--- config.mk ---
export PLATFORM = sky130hd
export DESIGN_NAME = video_line_trig_ctrl
export DESIGN_NICKNAME = d
export VERILOG_FILES = /design/src/rtl/vtrig_pkg.sv /design/src/rtl/vtrig_edge_sync.sv /design/src/rtl/video_line_trig_ctrl.sv
export SDC_FILE = /design/constraint.sdc
export NUM_CORES = 1
export LEC_CHECK = 0
export ABC_CLOCK_PERIOD_IN_PS = 4300
export CORE_MARGIN = 2
export CORE_UTILIZATION = 49
export CTS_BUF_LIST = sky130_fd_sc_hd__clkbuf_16
export DETAILED_ROUTE_END_ITERATION = 7
export PLACE_DENSITY = 0.73
export SLEW_MARGIN = 20
export SYNTH_ARGS = -nofsm -noshare
export SYNTH_HDL_FRONTEND = slang
export SYNTH_SLANG_ARGS = --single-unit
export TNS_END_PERCENT = 10
--- constraint.sdc ---
create_clock -name clk_in -period 4.3 [get_ports clk_in]
set_clock_uncertainty 0.2 [all_clocks]
set_input_delay 1.29 -clock clk_in [delete_from_list [all_inputs] [get_ports clk_in]]
set_output_delay 1.29 -clock clk_in [all_outputs]
set_load 0.05 [all_outputs]
--- src/rtl/vtrig_pkg.sv ---
// Shared types and constants for the video line-trigger controller.
// Holds the FSM state encoding, field_sel codes, video mode codes, the
// default per-field line maxima and the field qualification helper.
package vtrig_pkg;

    typedef enum logic [1:0] {
        ST_IDLE       = 2'b00,
        ST_WAIT_FIELD = 2'b01,
        ST_COUNT      = 2'b10,
        ST_HOLDOFF    = 2'b11
    } vtrig_state_t;

    localparam logic [1:0] FSEL_ANY  = 2'b00;
    localparam logic [1:0] FSEL_ODD  = 2'b01;
    localparam logic [1:0] FSEL_EVEN = 2'b10;
    localparam logic [1:0] FSEL_RSVD = 2'b11;

    localparam logic MODE_NTSC = 1'b0;
    localparam logic MODE_PAL  = 1'b1;

    localparam int DEF_NTSC_FIELD_LINES = 263;
    localparam int DEF_PAL_FIELD_LINES  = 313;

    // True when a field-start pulse of the given parity satisfies fsel.
    function automatic logic field_match(input logic [1:0] fsel,
                                         input logic       odd_pulse,
                                         input logic       even_pulse);
        logic hit;
        case (fsel)
            FSEL_ANY:  hit = odd_pulse | even_pulse;
            FSEL_ODD:  hit = odd_pulse;
            FSEL_EVEN: hit = even_pulse;
            default:   hit = 1'b0;
        endcase
        return hit;
    endfunction

endpackage

--- src/rtl/vtrig_edge_sync.sv ---
// Brings the asynchronous composite hsync into the clk_in domain through a
// SYNC_STAGES flop chain, then flags the high-to-low transition with a
// one-cycle pulse using one extra delay flop.
module vtrig_edge_sync #(
    parameter int SYNC_STAGES = 2
) (
    input  logic clk_in,
    input  logic rst_n,
    input  logic sig_in,
    output logic fall
);

    logic [SYNC_STAGES-1:0] sync_r;
    logic                   dly_r;
    logic                   sync_s;

    assign sync_s = sync_r[SYNC_STAGES-1];

    // Metastability chain followed by the edge-detect delay flop.
    always_ff @(posedge clk_in or negedge rst_n) begin
        if (!rst_n) begin
            sync_r <= {SYNC_STAGES{1'b0}};
            dly_r  <= 1'b0;
        end else begin
            sync_r <= {sync_r[SYNC_STAGES-2:0], sig_in};
            dly_r  <= sync_s;
        end
    end

    assign fall = dly_r & ~sync_s;

endmodule

--- src/rtl/video_line_trig_ctrl.sv ---
// Video line-trigger controller: arms on request, waits for a qualifying
// field start, counts hsync lines and fires a one-cycle trigger on the
// selected line, then applies a field holdoff before re-arming or idling.
// Optional build macro VTRIG_MISS_CNT_EN enables the missed-field counter;
// without it miss_cnt is tied to zero.
module video_line_trig_ctrl
    import vtrig_pkg::*;
#(
    parameter int SYNC_STAGES      = 2,
    parameter int LINE_W           = 10,
    parameter int NTSC_FIELD_LINES = DEF_NTSC_FIELD_LINES,
    parameter int PAL_FIELD_LINES  = DEF_PAL_FIELD_LINES
) (
    input  logic              clk_in,
    input  logic              rst_n,
    input  logic              hs_in,
    input  logic              odd_field_tri,
    input  logic              even_field_tri,
    input  logic              video_mode,
    input  logic              arm,
    input  logic              abort,
    input  logic              auto_rearm,
    input  logic [1:0]        field_sel,
    input  logic [LINE_W-1:0] line_sel,
    input  logic [3:0]        holdoff_fields,
    output logic              trig_out,
    output logic              armed,
    output logic              busy,
    output logic              cfg_err,
    output logic [LINE_W-1:0] line_cnt,
    output logic [7:0]        miss_cnt
);

    localparam logic [LINE_W-1:0] LINE_ZERO = {LINE_W{1'b0}};
    localparam logic [LINE_W-1:0] LINE_ONE  = {{(LINE_W-1){1'b0}}, 1'b1};
    localparam logic [LINE_W-1:0] LINE_SAT  = {LINE_W{1'b1}};
    localparam logic [LINE_W-1:0] NTSC_MAX  = LINE_W'(NTSC_FIELD_LINES);
    localparam logic [LINE_W-1:0] PAL_MAX   = LINE_W'(PAL_FIELD_LINES);

    // Config legality: real field selection and a 1-based line inside the field.
    function automatic logic cfg_legal(input logic              mode,
                                       input logic [1:0]        fsel,
                                       input logic [LINE_W-1:0] line);
        logic [LINE_W-1:0] lmax;
        lmax = (mode == MODE_PAL) ? PAL_MAX : NTSC_MAX;
        return (fsel != FSEL_RSVD) && (line != LINE_ZERO) && (line <= lmax);
    endfunction

    vtrig_state_t      state_r;
    vtrig_state_t      state_nx_s;
    vtrig_state_t      exit_state_s;
    vtrig_state_t      fire_state_s;
    logic [3:0]        hcnt_r;
    logic [3:0]        hcnt_nx_s;
    logic              hs_fall_s;
    logic              field_any_s;
    logic              field_hit_s;
    logic [LINE_W-1:0] line_cnt_nx_s;
    logic              arm_cfg_ok_s;
    logic              shadow_ok_s;
    logic              line_one_s;
    logic              fire_s;
    logic              accept_s;
    logic              reject_s;

    logic              sh_mode_r;
    logic [1:0]        sh_fsel_r;
    logic [LINE_W-1:0] sh_line_r;
    logic [3:0]        sh_hold_r;
    logic              sh_auto_r;

    vtrig_edge_sync #(
        .SYNC_STAGES (SYNC_STAGES)
    ) u_hs_sync (
        .clk_in (clk_in),
        .rst_n  (rst_n),
        .sig_in (hs_in),
        .fall   (hs_fall_s)
    );

    assign field_any_s  = odd_field_tri | even_field_tri;
    assign field_hit_s  = field_match(sh_fsel_r, odd_field_tri, even_field_tri);
    // At arm time the live inputs are exactly what gets latched, so they are judged directly.
    assign arm_cfg_ok_s = cfg_legal(video_mode, field_sel, line_sel);
    // Re-check of the latched copy guards against a corrupted shadow register.
    assign shadow_ok_s  = cfg_legal(sh_mode_r, sh_fsel_r, sh_line_r);
    assign line_one_s   = (sh_line_r == LINE_ONE);
    assign exit_state_s = sh_auto_r ? ST_WAIT_FIELD : ST_IDLE;
    assign fire_state_s = (sh_hold_r == 4'd0) ? exit_state_s : ST_HOLDOFF;

    // Line counter next value: field start forces line 1, hsync fall advances with saturation.
    always_comb begin
        line_cnt_nx_s = line_cnt;
        if (field_any_s) begin
            line_cnt_nx_s = LINE_ONE;
        end else if (hs_fall_s && (line_cnt != LINE_SAT)) begin
            line_cnt_nx_s = line_cnt + LINE_ONE;
        end else begin
            line_cnt_nx_s = line_cnt;
        end
    end

    // Next-state, holdoff reload and fire decode; abort overrides everything.
    always_comb begin
        state_nx_s = state_r;
        hcnt_nx_s  = hcnt_r;
        fire_s     = 1'b0;
        accept_s   = 1'b0;
        reject_s   = 1'b0;
        if (abort) begin
            state_nx_s = ST_IDLE;
        end else begin
            case (state_r)
                ST_IDLE: begin
                    if (arm && arm_cfg_ok_s) begin
                        accept_s   = 1'b1;
                        state_nx_s = ST_WAIT_FIELD;
                    end else if (arm) begin
                        reject_s   = 1'b1;
                        state_nx_s = ST_IDLE;
                    end else begin
                        state_nx_s = ST_IDLE;
                    end
                end
                ST_WAIT_FIELD: begin
                    if (!shadow_ok_s) begin
                        state_nx_s = ST_IDLE;
                    end else if (field_any_s && field_hit_s) begin
                        fire_s     = line_one_s;
                        state_nx_s = line_one_s ? fire_state_s : ST_COUNT;
                        hcnt_nx_s  = sh_hold_r;
                    end else begin
                        state_nx_s = ST_WAIT_FIELD;
                    end
                end
                ST_COUNT: begin
                    if (!shadow_ok_s) begin
                        state_nx_s = ST_IDLE;
                    end else if (field_any_s && field_hit_s) begin
                        // Missed the target line; this field qualifies, so count it afresh.
                        fire_s     = line_one_s;
                        state_nx_s = line_one_s ? fire_state_s : ST_COUNT;
                        hcnt_nx_s  = sh_hold_r;
                    end else if (field_any_s) begin
                        state_nx_s = ST_WAIT_FIELD;
                    end else if (hs_fall_s && (line_cnt_nx_s == sh_line_r)) begin
                        fire_s     = 1'b1;
                        state_nx_s = fire_state_s;
                        hcnt_nx_s  = sh_hold_r;
                    end else begin
                        state_nx_s = ST_COUNT;
                    end
                end
                ST_HOLDOFF: begin
                    if (field_any_s && (hcnt_r <= 4'd1)) begin
                        // The pulse that empties holdoff is consumed here, not used to qualify.
                        hcnt_nx_s  = 4'd0;
                        state_nx_s = exit_state_s;
                    end else if (field_any_s) begin
                        hcnt_nx_s  = hcnt_r - 4'd1;
                        state_nx_s = ST_HOLDOFF;
                    end else begin
                        state_nx_s = ST_HOLDOFF;
                    end
                end
                default: begin
                    state_nx_s = ST_IDLE;
                end
            endcase
        end
    end

    // State, holdoff counter and registered status outputs.
    always_ff @(posedge clk_in or negedge rst_n) begin
        if (!rst_n) begin
            state_r  <= ST_IDLE;
            hcnt_r   <= 4'd0;
            trig_out <= 1'b0;
            armed    <= 1'b0;
            busy     <= 1'b0;
            line_cnt <= LINE_ZERO;
        end else begin
            state_r  <= state_nx_s;
            hcnt_r   <= hcnt_nx_s;
            trig_out <= fire_s;
            armed    <= (state_nx_s == ST_WAIT_FIELD) || (state_nx_s == ST_COUNT);
            busy     <= (state_nx_s != ST_IDLE);
            line_cnt <= line_cnt_nx_s;
        end
    end

    // Shadow config capture on any arm seen in IDLE, plus sticky config error.
    always_ff @(posedge clk_in or negedge rst_n) begin
        if (!rst_n) begin
            sh_mode_r <= MODE_NTSC;
            sh_fsel_r <= FSEL_ANY;
            sh_line_r <= LINE_ZERO;
            sh_hold_r <= 4'd0;
            sh_auto_r <= 1'b0;
            cfg_err   <= 1'b0;
        end else if (accept_s || reject_s) begin
            sh_mode_r <= video_mode;
            sh_fsel_r <= field_sel;
            sh_line_r <= line_sel;
            sh_hold_r <= holdoff_fields;
            sh_auto_r <= auto_rearm;
            cfg_err   <= reject_s;
        end else begin
            cfg_err   <= cfg_err;
        end
    end

`ifdef VTRIG_MISS_CNT_EN
    logic [7:0] miss_cnt_r;
    logic       miss_inc_s;

    // A field start while still counting means the target line never came.
    assign miss_inc_s = (state_r == ST_COUNT) && field_any_s && !abort;

    // Saturating missed-field counter, cleared by an accepted arm.
    always_ff @(posedge clk_in or negedge rst_n) begin
        if (!rst_n) begin
            miss_cnt_r <= 8'd0;
        end else if (accept_s) begin
            miss_cnt_r <= 8'd0;
        end else if (miss_inc_s && (miss_cnt_r != 8'hFF)) begin
            miss_cnt_r <= miss_cnt_r + 8'd1;
        end else begin
            miss_cnt_r <= miss_cnt_r;
        end
    end

    assign miss_cnt = miss_cnt_r;
`else
    assign miss_cnt = 8'd0;
`endif

endmodule
After elaboration in Yosys (flattened, before gate mapping)
Index checks and enable logic that the tools add are counted.
Storage, ports and cells
  register bits after elaboration: 41
  bits of input ports: 25
  output and inout bits: 22
Operators by class
  add/subtract/negate cells: 2
  order comparisons: 3
  equality and inequality tests: 18
  multiplexer cells: 42
  bitwise logic cells: 4
  reductions and logical operators: 19
Operators with widths (count)
  $mux 4: 8
  $le 10x9->1: 2
  $mux 10: 2
  $mux 2: 10
  $reduce_bool 10->1: 2
  $mux 1: 16
  $mux 6: 2
  $pmux 4 s3: 1
  $add 10x1->10 const B: 1
  $eq 10x1->1 const B: 1
  $eq 10x10->1: 1
  $ne 10x10->1 const B: 1
  $ne 2x2->1 const B: 5
  $logic_and 1x1->1: 9
  $ne 3x3->1 const B: 3
  $eq 2x2->1 const B: 4
  $pmux 2 s4: 1
  $reduce_and 8->1: 1
  $eq 2x1->1 const B: 3
  $le 4x1->1 const B: 1
  $logic_not 2->1: 2
  $logic_not 4->1: 1
  $sub 4x1->4 const B: 1
  $pmux 1 s3: 1
  other kinds (7): 9

Depth between registers and ports, before layout
Gate-level depths: netlist of run 1.
  depth after elaboration: 15
  depth in mapped cells: 12
  mapped depth without buffers: 12

Hierarchy
From an unflattened synthesis of run 1, not the netlist that was laid out.
Second synthesis, totals
  cell total of the unflattened synthesis: 324
  area, all modules: 2994.1 um^2
Modules (own cells, without submodules)
  video_line_trig_ctrl: times used 1, cells an instance 320, area each 2905.3 um^2, sequential area each 950.9 um^2
  vtrig_edge_sync: times used 1, cells an instance 4, area each 88.8 um^2, sequential area each 75.1 um^2

Worst setup path before layout of run 1
Ideal clock, no wire load.
  path type: input to register
  start: input port odd_field_tri
  end: register armed
  data arrival time: 3.565 ns
  data required time: 3.974 ns
  slack: 0.409 ns
  stages on the path: 10
  buffers on the path: 1
  cells stage by stage: or2_1 > buf_2 > o21ai_1 > o21ai_0 > or4_1 > nor4b_1 > and4_1 > a21oi_1 > or3b_1 > ha_1
Between the ends
  word-level cells in the longest chain between the ends: 12
RTL lines
  from (decl): line video_line_trig_ctrl.sv:17  | input logic odd_field_tri,
  $or 1x1->1: line vtrig_pkg.sv:30, video_line_trig_ctrl.sv:81
  $mux 10: line video_line_trig_ctrl.sv:94  | if (field_any_s) begin
  $eq 10x10->1: line video_line_trig_ctrl.sv:146  | end else if (hs_fall_s && (line_cnt_nx_s == sh_line_r)) begin
  $logic_and 1x1->1: line video_line_trig_ctrl.sv:146
  $mux 2: line video_line_trig_ctrl.sv:146
  $mux 2: line video_line_trig_ctrl.sv:144  | end else if (field_any_s) begin
  $mux 2: line video_line_trig_ctrl.sv:139  | end else if (field_any_s && field_hit_s) begin
  $mux 2: line video_line_trig_ctrl.sv:137  | if (!shadow_ok_s) begin
  $pmux 2 s4 *: line video_line_trig_ctrl.sv:113  | case (state_r)
  $mux 2 *: line video_line_trig_ctrl.sv:110  | if (abort) begin
  $eq 2x1->1 or $eq 2x2->1 (tied branches): line video_line_trig_ctrl.sv:186  | armed <= (state_nx_s == ST_WAIT_FIELD) || (state_nx_s == ST_COUNT);
  $logic_or 1x1->1 *: line video_line_trig_ctrl.sv:186
  to (signal assigned): line video_line_trig_ctrl.sv:186
  to (decl): line video_line_trig_ctrl.sv:27  | output logic armed,
Mark *: on every way between the ends. The rest lies on a longest branch, timed or not.
A chain may end at the register's enable or synchronous reset.

Final worst setup path of run 1
Ends and elaborated chain as after synthesis.

==> results by group, run 1 <==
Setup path
  • Reg2Reg Capture Point: armed
  • Type of destination of the critical path: flip-flop
  • Delay of the slowest critical-path stage: 0.45 ns
  • Worst path bufs/invs: 2
  • Crit path max fanout: 7
  • CP cell instances: clkdlybuf4s50_1 -> or2_1 -> buf_4 -> o21ai_1 -> o311ai_0 -> or4_1 -> nor4b_1 -> and4_1 -> a21oi_1 -> or3b_1 -> ha_1
  • CP Data Arrival Time: 4.13 ns
  • Path depth of the worst reg2reg path: 10
  • Kind of cell adding the most delay to the critical path: simple AND/OR/NAND/NOR gates
  • Crit Path Class: in2reg
  • CP startpoint kind: primary input
  • R2r startpoint: line_cnt[0]
  • Flop2flop setup slack: 0.57 ns
  • Slowest CP cell: or4_1
  • CP Data Required Time: 4.27 ns

Global routing
  • Overflow after GRT: 0
  • First-pass GRT wire length: 13.2 mm
  • Initial antenna violation count: 0
  • Largest net degree at the start of global routing: 42
  • GR Util All Layers: 22.6%
  • Vias in the first global route: 2,807

STA
  • Tcrit/Tclk final: 96.9%
  • Hold Vio Cnt, Final: 0
  • Worst-Margin Slew: 0.886 ns
  • Post-layout min period: 4.17 ns
  • Final Max Tran Viols: 0
  • Max-slew headroom: 40.9%
  • Final hold slack: 0.163 ns
  • Highest clock rate: 240 MHz
  • Setup violations, final: 0
  • RSZ-0062 raised after global routing: false

Floorplanning
  • Die H: 84.7 µm
  • Core box area: 6310 µm²
  • I/O pin cnt: 47
  • Die span in x: 84.7 µm
  • Initial core utilization: 50.6%
  • Row count: 29
  • Die Area: 7180 µm²

Clock network
  • Worst-skew pair later-pin latency: 0.28 ns
  • CTS tree: done
  • CTS buffer count: 5
  • Clock Sink Count: 41
  • H-tree depth: 2
  • Hold_buf cts: 0
  • Clock slew at reported path FFs: 0.06 ns
  • Clk root buf: clkbuf_16
  • Longest Clk Path Bufs: 2
  • Post-CTS Setup Repair Bufs: 0
  • PostCTS Resize Cnt: 0

Min path
  • Worst hold path depth: 0
  • Hold path startpoint: u_hs_sync.sync_r[0]
  • End of the worst hold path: u_hs_sync.sync_r[1]
  • Worst min path class: reg2reg

Layout
  • Nets@finish: 433
  • Diodes inserted: 0
  • Share of layout cells above drive strength 1: 14.6%
  • Synth-to-Final Area Change: 19.7%
  • Final std cells w/o fill: 467
  • Fillcell total: 557

Place
  • GP Congestion: 0.986
  • Port Buffer Count: 38
  • Placed cells: 459
  • DP HPWL: 6.11 mm

Power and ir drop
  • Combinational share of power: 25.5%
  • Reg power frac: 40.5%
  • Switching share of power: 32.3%
  • Total power: 1.28 mW
  • Clk network pwr share: 34.0%
  • NetSw: 0.412 mW
  • Leakage: 1.56 nW
  • VDD IR max: 0.303 mV
  • Internal power: 0.865 mW
  • Pwr dens: 334 nW/µm²

Logic synthesis
  • Post-synth EDFFs: 0
  • Ys Warns: 0
  • FFs w/ async S/R, synth: 100%
  • Sequential-to-total area share from yosys stat: 32.1%
  • Ys flop type: dfrtp_1
  • Synthesis-stage register bit count: 41
  • Yosys cell types: 75
  • Synth Instances: 346
  • Cell Area, Synth: 3190 µm²
  • Avg Inst Size Synth: 9.22 µm²

Detailed routing
  • # DRC: 0
  • 1st-iter DRT viols: 196
  • Antenna-violating nets left: 0
  • DR vias/cell: 6.32
  • Detail-routed net length per standard cell: 17.2 µm
  • DRT Wirelength: 8.03 mm
  • Drt pass-1 iters: 5
  • Vias: 2,952

Run
  • Max-Cap Viols: 0

Outcome
  • Outcome: finished, final reports clean
==> metal layers <==
layer / vias up / routed length [µm] / GRT usage (%) / share of wire (%)
met2: 126 / 3920 / 37.3 / 49
met1: 1435 / 3530 / 31.4 / 44
met3: 7 / 504 / 2.56 / 6.3
met5: - / 0 / 0 / 0
met4: 0 / 74 / 6.49 / 0.92
li1: 1384 / - / - / -
==> cells by family after synthesis <==
family,after synthesis,synth area share [%]
compound gates,83,19.8
xor+xnor,6,1.65
fa+ha+maj,19,7.45
buf+inv,45,7.29
flops,41,32.1
mux,23,7.96
other cells,1,0.117
simple gates,128,23.6
==> how the worst max path moves through the flow <==
stage          depth (start not counted)    end  slack, ns           from
2_1_floorplan                         10  armed       0.41  odd_field_tri
3_3_place_gp                          10  armed      -0.05  odd_field_tri
3_5_place_dp                          11  armed      -0.11  odd_field_tri
4_1_cts                               11  armed       0.18  odd_field_tri
5_1_grt                               11  armed      0.008  odd_field_tri
6_report                              11  armed       0.13  odd_field_tri
==> final cells by class <==
type	instances	area (µm²)	share of cell area, %
repair buffers	54	495	13.0
inverters	20	75.1	1.96
multi-input cells	267	1960	51.3
clock inverters	3	43.8	1.15
flip-flops and latches	41	1030	26.8
clock buffers	5	125	3.27
well taps	77	96.3	2.52
==> power groups by stage <==
stage	logic (mW)	clock network, mW	registers (mW)
after floorplan	0.227	0	0.501
after global placement	0.309	0	0.518
after detailed placement	0.322	0	0.521
after CTS	0.327	0.437	0.514
after global routing	0.359	0.454	0.525
final	0.326	0.435	0.517
==> through the flow <==
stage | utilization (%) | TNS [ns] | cell area [µm²] | worst slack, ns
global placement | 57.8 | -0.0487 | 3650 | -0.0487
detailed placement | 57.8 | -0.118 | 3650 | -0.110
global route | 60.5 | 0 | 3820 | 0.00772
floorplan | - | 0 | 3220 | 0.409
finish | 60.5 | 0 | 3820 | 0.133
CTS | 60.5 | 0 | 3820 | 0.176
==> synthesized netlist by cell type, types with 4 or more instances <==
| library cell | n | area [µm²] |
|---|---|---|
| o21ai_0 | 10 | 50.1 |
| a21oi_1 | 17 | 85.1 |
| nand2b_1 | 5 | 31.3 |
| a21o_1 | 4 | 30.0 |
| nand4_1 | 8 | 50.1 |
| nand2_1 | 19 | 71.3 |
| or3_1 | 4 | 25.0 |
| or4_1 | 10 | 75.1 |
| nor3b_1 | 4 | 30.0 |
| mux2_2 | 19 | 214 |
| nor4_1 | 6 | 37.5 |
| nand3_1 | 10 | 50.1 |
| o22ai_1 | 4 | 25.0 |
| xnor2_1 | 6 | 52.6 |
| mux2i_1 | 4 | 40.0 |
| inv_1 | 20 | 75.1 |
| ha_1 | 19 | 238 |
| clkbuf_1 | 6 | 22.5 |
| nor3_1 | 11 | 55.1 |
| nor2_1 | 23 | 86.3 |
| buf_4 | 10 | 75.1 |
| dfrtp_1 | 41 | 1030 |
==> registers in the layout (all words and copies together), names as in the netlist, 2 cells and up <==
name / flops
line_cnt: 10
hcnt_r: 4
state_r: 2
sh_line_r: 10
sh_hold_r: 4
u_hs_sync.sync_r: 2
sh_fsel_r: 2
==> cell usage in the layout, fill, tap and decap left out, drive strengths merged, types with 5 or more instances in the layout <==
cell / synthesis / layout
a21oi: 17 / 17
buf: 19 / 17
clkbuf: 6 / 5
clkdlybuf4s50: 0 / 37
conb: 1 / 8
dfrtp: 41 / 41
ha: 19 / 19
inv: 20 / 21
mux2: 19 / 19
nand2: 19 / 19
nand2b: 5 / 5
nand3: 11 / 11
nand4: 9 / 9
nor2: 23 / 23
nor3: 12 / 12
nor4: 6 / 6
o21ai: 13 / 13
or4: 10 / 10
xnor2: 6 / 6
==> worst register-to-register path: cells and delay by family (launching register included) <==
family	cells	cell delay (ns)
compound gates	3	0.43
flops	1	0.49
simple gates	5	1.82
fa+ha+maj	2	0.66
Power figures use the tool's default switching activity.
==> run 2, diff against run 1 <==
--- a/config.mk
+++ b/config.mk
@@ -10,7 +10,7 @@
 export CORE_UTILIZATION = 49
 export CTS_BUF_LIST = sky130_fd_sc_hd__clkbuf_16
 export DETAILED_ROUTE_END_ITERATION = 7
-export PLACE_DENSITY = 0.73
+export DONT_BUFFER_PORTS = 1
 export SLEW_MARGIN = 20
 export SYNTH_ARGS = -nofsm -noshare
 export SYNTH_HDL_FRONTEND = slang
==> results by group, run 2 (synthesized netlist as in run 1, its figures left out) <==
Detailed routing
  • Antenna-violating nets left: 0 (unchanged)
  • DR vias/cell: 6.46 (+2.2%)
  • Drt pass-1 iters: 5 (unchanged)
  • # DRC: 0 (unchanged)
  • Detail-routed net length per standard cell: 18.7 µm (+8.5%)
  • Vias: 2,740 (-7.2%)
  • DRT Wirelength: 7.91 mm (-1.5%)
  • 1st-iter DRT viols: 236 (+20%)

Min path
  • Worst min path class: reg2reg

Floorplanning
  • Die H: 84.7 µm (unchanged)
  • Die span in x: 84.7 µm (unchanged)
  • Initial core utilization: 50.6% (unchanged)
  • Row count: 29 (unchanged)
  • Core box area: 6310 µm² (unchanged)
  • I/O pin cnt: 47 (unchanged)
  • Die Area: 7180 µm² (unchanged)

Clock network
  • Clk root buf: clkbuf_16
  • Longest Clk Path Bufs: 2 (unchanged)
  • CTS buffer count: 5 (unchanged)
  • Clock slew at reported path FFs: 0.06 ns (about the same)
  • H-tree depth: 2 (unchanged)
  • Hold_buf cts: 0 (unchanged)
  • Clock Sink Count: 41 (unchanged)
  • Post-CTS Setup Repair Bufs: 0 (unchanged)
  • CTS tree: done
  • PostCTS Resize Cnt: 0 (unchanged)
  • Worst-skew pair later-pin latency: 0.28 ns (about the same)

Setup path
  • Reg2Reg Capture Point: armed
  • Flop2flop setup slack: 0.55 ns (-0.02 ns)
  • CP Data Required Time: 4.27 ns (about the same)
  • Crit path max fanout: 9 (+2)
  • Type of destination of the critical path: flip-flop
  • CP startpoint kind: primary input
  • Crit Path Class: in2reg
  • CP Launch Point: odd_field_tri
  • Crit path to: armed
  • CP Data Arrival Time: 3.73 ns (-0.40 ns)
  • R2r startpoint: line_cnt[9]
  • Path depth of the worst reg2reg path: 9 (-1)

STA
  • Max-slew headroom: 33.8% (-7.1 points)
  • RSZ-0062 raised after global routing: false
  • Highest clock rate: 265 MHz (+11%)
  • Final Max Tran Viols: 0 (unchanged)
  • Tcrit/Tclk final: 87.6% (-9.3 points)
  • Final WS setup: 0.532 ns (+0.399 ns)
  • Post-layout min period: 3.77 ns (-0.399 ns)
  • Worst-Margin Slew: 0.990 ns (+0.103 ns)
  • Setup TNS: 0 ns (unchanged)
  • Hold Vio Cnt, Final: 0 (unchanged)
  • Setup violations, final: 0 (unchanged)

Layout
  • Final Util: 54.1% (-6.4 points)
  • Fillcell total: 579 (+3.9%)
  • Commonest non-fill, non-tap cell in the layout: dfrtp_1
  • Share of layout cells above drive strength 1: 15.0% (+0.37 points)
  • Nets@finish: 390 (-9.9%)
  • Top Registers: line_cnt: 10 flops, sh_line_r: 10 flops
  • Diodes inserted: 0 (unchanged)
  • Synth-to-Final Area Change: 7.10%
  • Most frequent cells in the layout: 41 x dfrtp_1, 23 x nor2_1, 20 x inv_1

Place
  • DP HPWL: 6.00 mm (-1.9%)
  • GP Congestion: 0.914 (-7.3%)
  • Port Buffer Count: 0 (-100%)
  • Pre-CTS worst setup slack: 0.260 ns (+0.370 ns)

Global routing
  • Initial antenna violation count: 0 (unchanged)
  • First-pass GRT wire length: 13.2 mm (unchanged)
  • Largest net degree at the start of global routing: 42 (unchanged)
  • Overflow after GRT: 0 (unchanged)
  • Vias in the first global route: 2,727 (-2.9%)
  • GR Util All Layers: 22.7% (+0.14 points)

Power and ir drop
  • Total power: 1.22 mW (-4.1%)
  • VDD IR max: 0.262 mV (-14%)
  • Leakage: 1.40 nW (-11%)
  • Pwr dens: 358 nW/µm² (+7.2%)

Run
  • Max-Cap Viols: 0 (unchanged)

Outcome
  • Outcome: finished, final reports clean
[run 2: cell count changes in the layout (fill, tap and decap cells not counted), sizes merged]
cell,change
inv,-1
clkinvlp,+1
clkdlybuf4s50,-37
buf,-6
[run 2: area by class of cell]
class	count	area (µm²)	area share (%)
Clock buffer	5	125	3.66
Clock inverter	3	46.3	1.35
Inverter	20	75.1	2.20
Multi-Input combinational cell	267	1970	57.5
Sequential cell	41	1030	30.0
Tap cell	77	96.3	2.82
Timing Repair Buffer	11	82.6	2.42
[run 2: power by group]
| part | internal [mW] | total, mW | leakage (nW) | switching, mW |
|---|---|---|---|---|
| clock | 0.275 | 0.431 | 0.0800 | 0.156 |
| sequential | 0.439 | 0.526 | 0.512 | 0.0876 |
| combinational | 0.120 | 0.267 | 0.806 | 0.147 |
[run 2: metal layers]
| metal | GRT usage [%] | vias up | share of wire [%] |
|---|---|---|---|
| li1 | - | 1302 | - |
| met1 | 31.9 | 1305 | 45 |
| met2 | 35.9 | 119 | 46 |
| met3 | 4.33 | 14 | 7.1 |
| met4 | 6.49 | 0 | 1.5 |
| met5 | 0 | - | 0 |
[run 2: per-stage QoR]
stage	std cells	area [µm²]	hold slack, ns
floorplan	353	3220	0.131
global placement	416	3240	0.133
detailed placement	416	3240	0.140
CTS	424	3410	0.154
global route	424	3420	0.157
finish	424	3420	0.149
[run 2: worst min path at each step]
stage	from	endpoint	slack (ns)	depth (start not counted)
after global placement	u_hs_sync.sync_r[0]	u_hs_sync.sync_r[1]	0.13	0
after detailed placement	u_hs_sync.sync_r[0]	u_hs_sync.sync_r[1]	0.14	0
after global routing	u_hs_sync.sync_r[0]	u_hs_sync.sync_r[1]	0.16	0
after CTS	u_hs_sync.sync_r[0]	u_hs_sync.sync_r[1]	0.15	0
after floorplan	u_hs_sync.sync_r[0]	u_hs_sync.sync_r[1]	0.13	0
final	u_hs_sync.sync_r[0]	u_hs_sync.sync_r[1]	0.15	0
[run 2: worst max-delay path: stages]
cell and delay, ns:
or2_1 0.29, buf_4 0.20, o21ai_1 0.09, o311ai_0 0.13, or4_1 0.45, nor4b_1 0.28
and4_1 0.26, a21oi_1 0.09, or3b_1 0.36, ha_1 0.30
==> RTL change 1, RTL diff (flow settings as in run 1) <==
`LINE_W`: 10 -> 20.
--- a/src/rtl/video_line_trig_ctrl.sv
+++ b/src/rtl/video_line_trig_ctrl.sv
@@ -8,5 +8,5 @@
 #(
     parameter int SYNC_STAGES      = 2,
-    parameter int LINE_W           = 10,
+    parameter int LINE_W           = 20,
     parameter int NTSC_FIELD_LINES = DEF_NTSC_FIELD_LINES,
     parameter int PAL_FIELD_LINES  = DEF_PAL_FIELD_LINES
Interface: changed (resized line_cnt and line_sel); port bits go from 47 to 67. The function was not compared with the original's and may differ.
==> RTL change 1 against run 1 <==
  * Wire length is 48% higher
  * Clock power is 67% higher
  * Cell area is 39% higher
  * Sequential cell count is 20 higher
  * Power is 31% higher
  * Critical path depth is 1 higher
  * Area after synthesis is 26% higher
  * Worst setup slack better by 27 ps
  * Largest power group is now the clock network
==> RTL change 1: results (changes against run 1) <==
metric,value,unit,change
Final nets,570,,+32%
CP Max Fanout,4,,-3
Crit-path slowest cell,clkdlybuf4s50_1,,
fill cell count,640,,+15%
vias in the first global route,3694,,+32%
CTS H-tree depth,3,,+1
WHS,151.5,ps,-11.88 ps
Yosys warnings,0,,unchanged
Mapped Cells,425,,+23%
"reg-to-reg slack, setup",250,ps,-320 ps
Tot GR Track Use,27.26,%,+4.7 points
CP top delay family,compound AO/OA/AOI/OAI gates,,
Slew headroom,38.35,%,-2.6 points
Peak supply drop,0.0002372,V,-22%
Placer Congestion,0.9352,,-5.1%
"Seq/Total Area, Yosys",37.83,%,+5.7 points
Post-synth EDFFs,0,,unchanged
Via density,6.126,,-3.1%
Skew-Pair Late Insertion Delay,330,ps,+50 ps
crit-path max cell delay,460,ps,
ratio of cells with drive above 1 in the final layout,19.00,%,+4.4 points
via count,3835,,+30%
pin count of the biggest net entering global routing,44,,+4.8%
dpl ws,-323.0,ps,-212.5 ps
DP Area,4917,µm²,+35%
Initial DRT Pass Iterations,4,,-1
Worst R2R Path Depth,12,,+2
WL final,11870,µm,+48%
Yosys cell types,65,,-13%
outcome,"finished, final reports clean",,
I/O Buffers,58,,+53%
Area contributors post-synth,"dfrtp_1, mux2_2, ha_1",,
Placed Cells incl. Taps,608,,+32%
Initial DRC Count,253,,+29%
Leakage Power,2.212,nW,+41%
first-pass GRT wire length,18460,µm,+40%
"top cells by count, synth","dfrtp_1, mux2_2, nand2_1",,
CTS buffer count,9,,+4
Largest regs,"line_cnt: 20 flops, sh_line_r: 20 flops",,
HPWL Detailed,9068,µm,+48%
==> RTL change 1: cell types whose count changed after synthesis, moves of 5 or more <==
cell,before,now
or4_1,10,5
mux2i_1,4,10
inv_1,20,25
nand2_1,19,28
a31oi_1,1,8
mux2_2,19,28
a21o_1,4,9
dfrtp_1,41,61
o21ai_0,10,15
or3_1,4,13
a211oi_1,3,8
==> RTL change 1: cells by family after synthesis <==
logic type	count (synthesis)	share of synthesized area (%)
xor+xnor	10	2.170
fa+ha+maj	19	5.892
simple gates	149	21.08
mux	38	10.29
buf+inv	47	5.147
flops	61	37.83
compound gates	100	17.49
other cells	1	0.09293
==> RTL change 1: final cells by class <==
class,instances,area [µm²],area share (%)
inverter,25,93.84,1.767
clock inverter,7,75.07,1.414
clock buffer,9,225.2,4.241
timing repair buffer,95,855.8,16.12
multi-input combinational,324,2402,45.24
tap,105,131.4,2.474
sequential,61,1526,28.75
==> RTL change 1: report_power, final <==
group / internal (mW) / switching [mW]
clock: 0.450 / 0.277
combinational: 0.132 / 0.137
sequential: 0.619 / 0.0600
total: 1.20 / 0.474
==> RTL change 1: repair_timing <==
action	in CTS	in global routing
gates resized for setup	0	14
buffers inserted	0	2
endpoints found under the setup margin	0	8
==> RTL change 1: worst max path at each step <==
stage | to | slack (ps) | start
2_1_floorplan | armed | 180 | odd_field_tri
3_3_place_gp | armed | -250 | even_field_tri
3_5_place_dp | hcnt_r[2] | -320 | odd_field_tri
4_1_cts | hcnt_r[2] | 10 | even_field_tri
5_1_grt | hcnt_r[2] | -6 | even_field_tri
6_report | armed | 160 | odd_field_tri
==> RTL change 1: per-layer routing <==
layer	vias to the layer above	track usage, %	part of all wire (%)
li1	1787	-	-
met1	1837	35.01	44
met2	165	43.74	47
met3	46	5.267	5.7
met4	0	14.01	4.1
met5	-	0	0
==> RTL change 2, RTL diff (settings of run 1) <==
Made on the original files. Re-encode `vtrig_state_t` (4 states) as one-hot, 4 bits wide.
--- a/src/rtl/vtrig_pkg.sv
+++ b/src/rtl/vtrig_pkg.sv
@@ -4,9 +4,9 @@
 package vtrig_pkg;
 
-    typedef enum logic [1:0] {
-        ST_IDLE       = 2'b00,
-        ST_WAIT_FIELD = 2'b01,
-        ST_COUNT      = 2'b10,
-        ST_HOLDOFF    = 2'b11
+    typedef enum logic [3:0] {
+        ST_IDLE       = 4'b0001,
+        ST_WAIT_FIELD = 4'b0010,
+        ST_COUNT      = 4'b0100,
+        ST_HOLDOFF    = 4'b1000
     } vtrig_state_t;
 
Function: same outputs for any inputs over 4 cycles, from zero or initial values and one cycle with rst_n low; so few cycles prove little.
==> RTL change 2 against run 1 <==
  * Sequential cell count is 2 higher
  * Wire length is 11% lower
  * Cell area is 7.9% lower
  * Power is 10% lower
  * Global-route usage is 0.29 points higher
  * Worst setup slack better by 79 ps
  * Synthesized cell count is 8.7% lower
  * Area after synthesis is 7.5% lower
  * Critical path type unchanged
==> RTL change 2: results (changes against run 1) <==
metric,value,unit,change
fill cell count,534,,-4.1%
Leakage Power,1.408,nW,-10%
Skew-Pair Late Insertion Delay,290,ps,
Area contributors post-synth,"dfrtp_1, mux2_2, ha_1",,
Via density,6.016,,-4.8%
CP Max Fanout,6,,-1
HPWL Detailed,5408,µm,-12%
vias in the first global route,2433,,-13%
M1 WL,3292,µm,-6.7%
metal2 WL,3245,µm,-17%
met3 Use GR,3.846,%,+1.3 points
Final nets,393,,-9.2%
crit-path max cell delay,570,ps,+120 ps
Initial DRC Count,222,,+13%
grt met2 use,36.64,%,-0.65 points
Slew @ Worst Pin,777.1,ps,-109.1 ps
Peak supply drop,0.0001972,V,-35%
critical path arrival,4060,ps,-70 ps
Tot GR Track Use,22.89,%,+0.29 points
Placer Congestion,0.9027,,-8.4%
Crit-path slowest cell,or4_4,,
Yosys warnings,0,,unchanged
outcome,"finished, final reports clean",,
CP top delay family,compound AO/OA/AOI/OAI gates,,
pin count of the biggest net entering global routing,44,,+4.8%
GR Util met1,31.79,%,+0.35 points
ratio of cells with drive above 1 in the final layout,12.64,%,-2.0 points
first-pass GRT wire length,11810,µm,-11%
WL final,7115,µm,-11%
internal power,0.7835,mW,-9.4%
I/O Buffers,38,,unchanged
Yosys cell types,68,,-9.3%
CTS root buf,clkbuf_16,,
CTS H-tree depth,2,,unchanged
"Seq/Total Area, Yosys",36.48,%,+4.3 points
wire length on met3,460,µm,-8.7%
crit path from,even_field_tri,,
CTS buffer count,5,,unchanged
==> RTL change 2: cell types whose count changed after synthesis, moves of 4 or more <==
cell,before,now
a21oi_1,17,6
ha_1,19,13
inv_1,20,13
nand3_1,10,14
o21ai_0,10,15
or4_1,10,2
==> RTL change 2: path summary, 6_finish.rpt <==
path / endpoint / slack, ps / cells past startpoint
setup / recovery: state_r[0] / 210 / 9
min in group asynchronous: line_cnt[2] / 790 / 1
hold / removal: u_hs_sync.sync_r[1] / 150 / 0
setup reg to reg: state_r[0] / 710 / 9
max in group asynchronous: state_r[0] / 2730 / 1
hold reg to reg: u_hs_sync.sync_r[1] / 150 / 0
==> RTL change 2: final cells by class <==
cell class	count	area, µm²	area share, %
clock inverter	3	20.02	0.5688
timing repair buffer	44	422.9	12.02
sequential	43	1077	30.61
inverter	13	48.80	1.386
tap	75	93.84	2.666
clock buffer	5	125.1	3.555
multi-input combinational	248	1732	49.20
==> RTL change 2: logic make-up after synthesis <==
group           count (synthesis)  synth area share (%)
simple gates                  125                 23.90
compound gates                 73                 18.01
flops                          43                 36.48
buf+inv                        32                 5.763
mux                            21                 7.839
fa+ha+maj                      13                 5.509
xor+xnor                        8                 2.373
other cells                     1                0.1270
==> RTL change 2: through the flow <==
step	area (µm²)	util [%]	std cells	TNS [ps]	setup slack [ps]
finish	3520	59.80	431	0	212.0
global route	3520	59.80	431	0	70.96
CTS	3517	59.76	431	0	268.5
detailed placement	3372	57.29	423	-17.21	-17.21
global placement	3372	57.29	423	0	119.4
floorplan	2979	-	323	0	579.3
==> RTL change 2: power by group through the flow <==
stage	Sequential, mW	Combinational (mW)	Clock (mW)
after floorplan	0.501	0.178	0
after global routing	0.511	0.288	0.405
after CTS	0.502	0.261	0.390
after detailed placement	0.510	0.260	0
final	0.505	0.261	0.380
after global placement	0.507	0.252	0
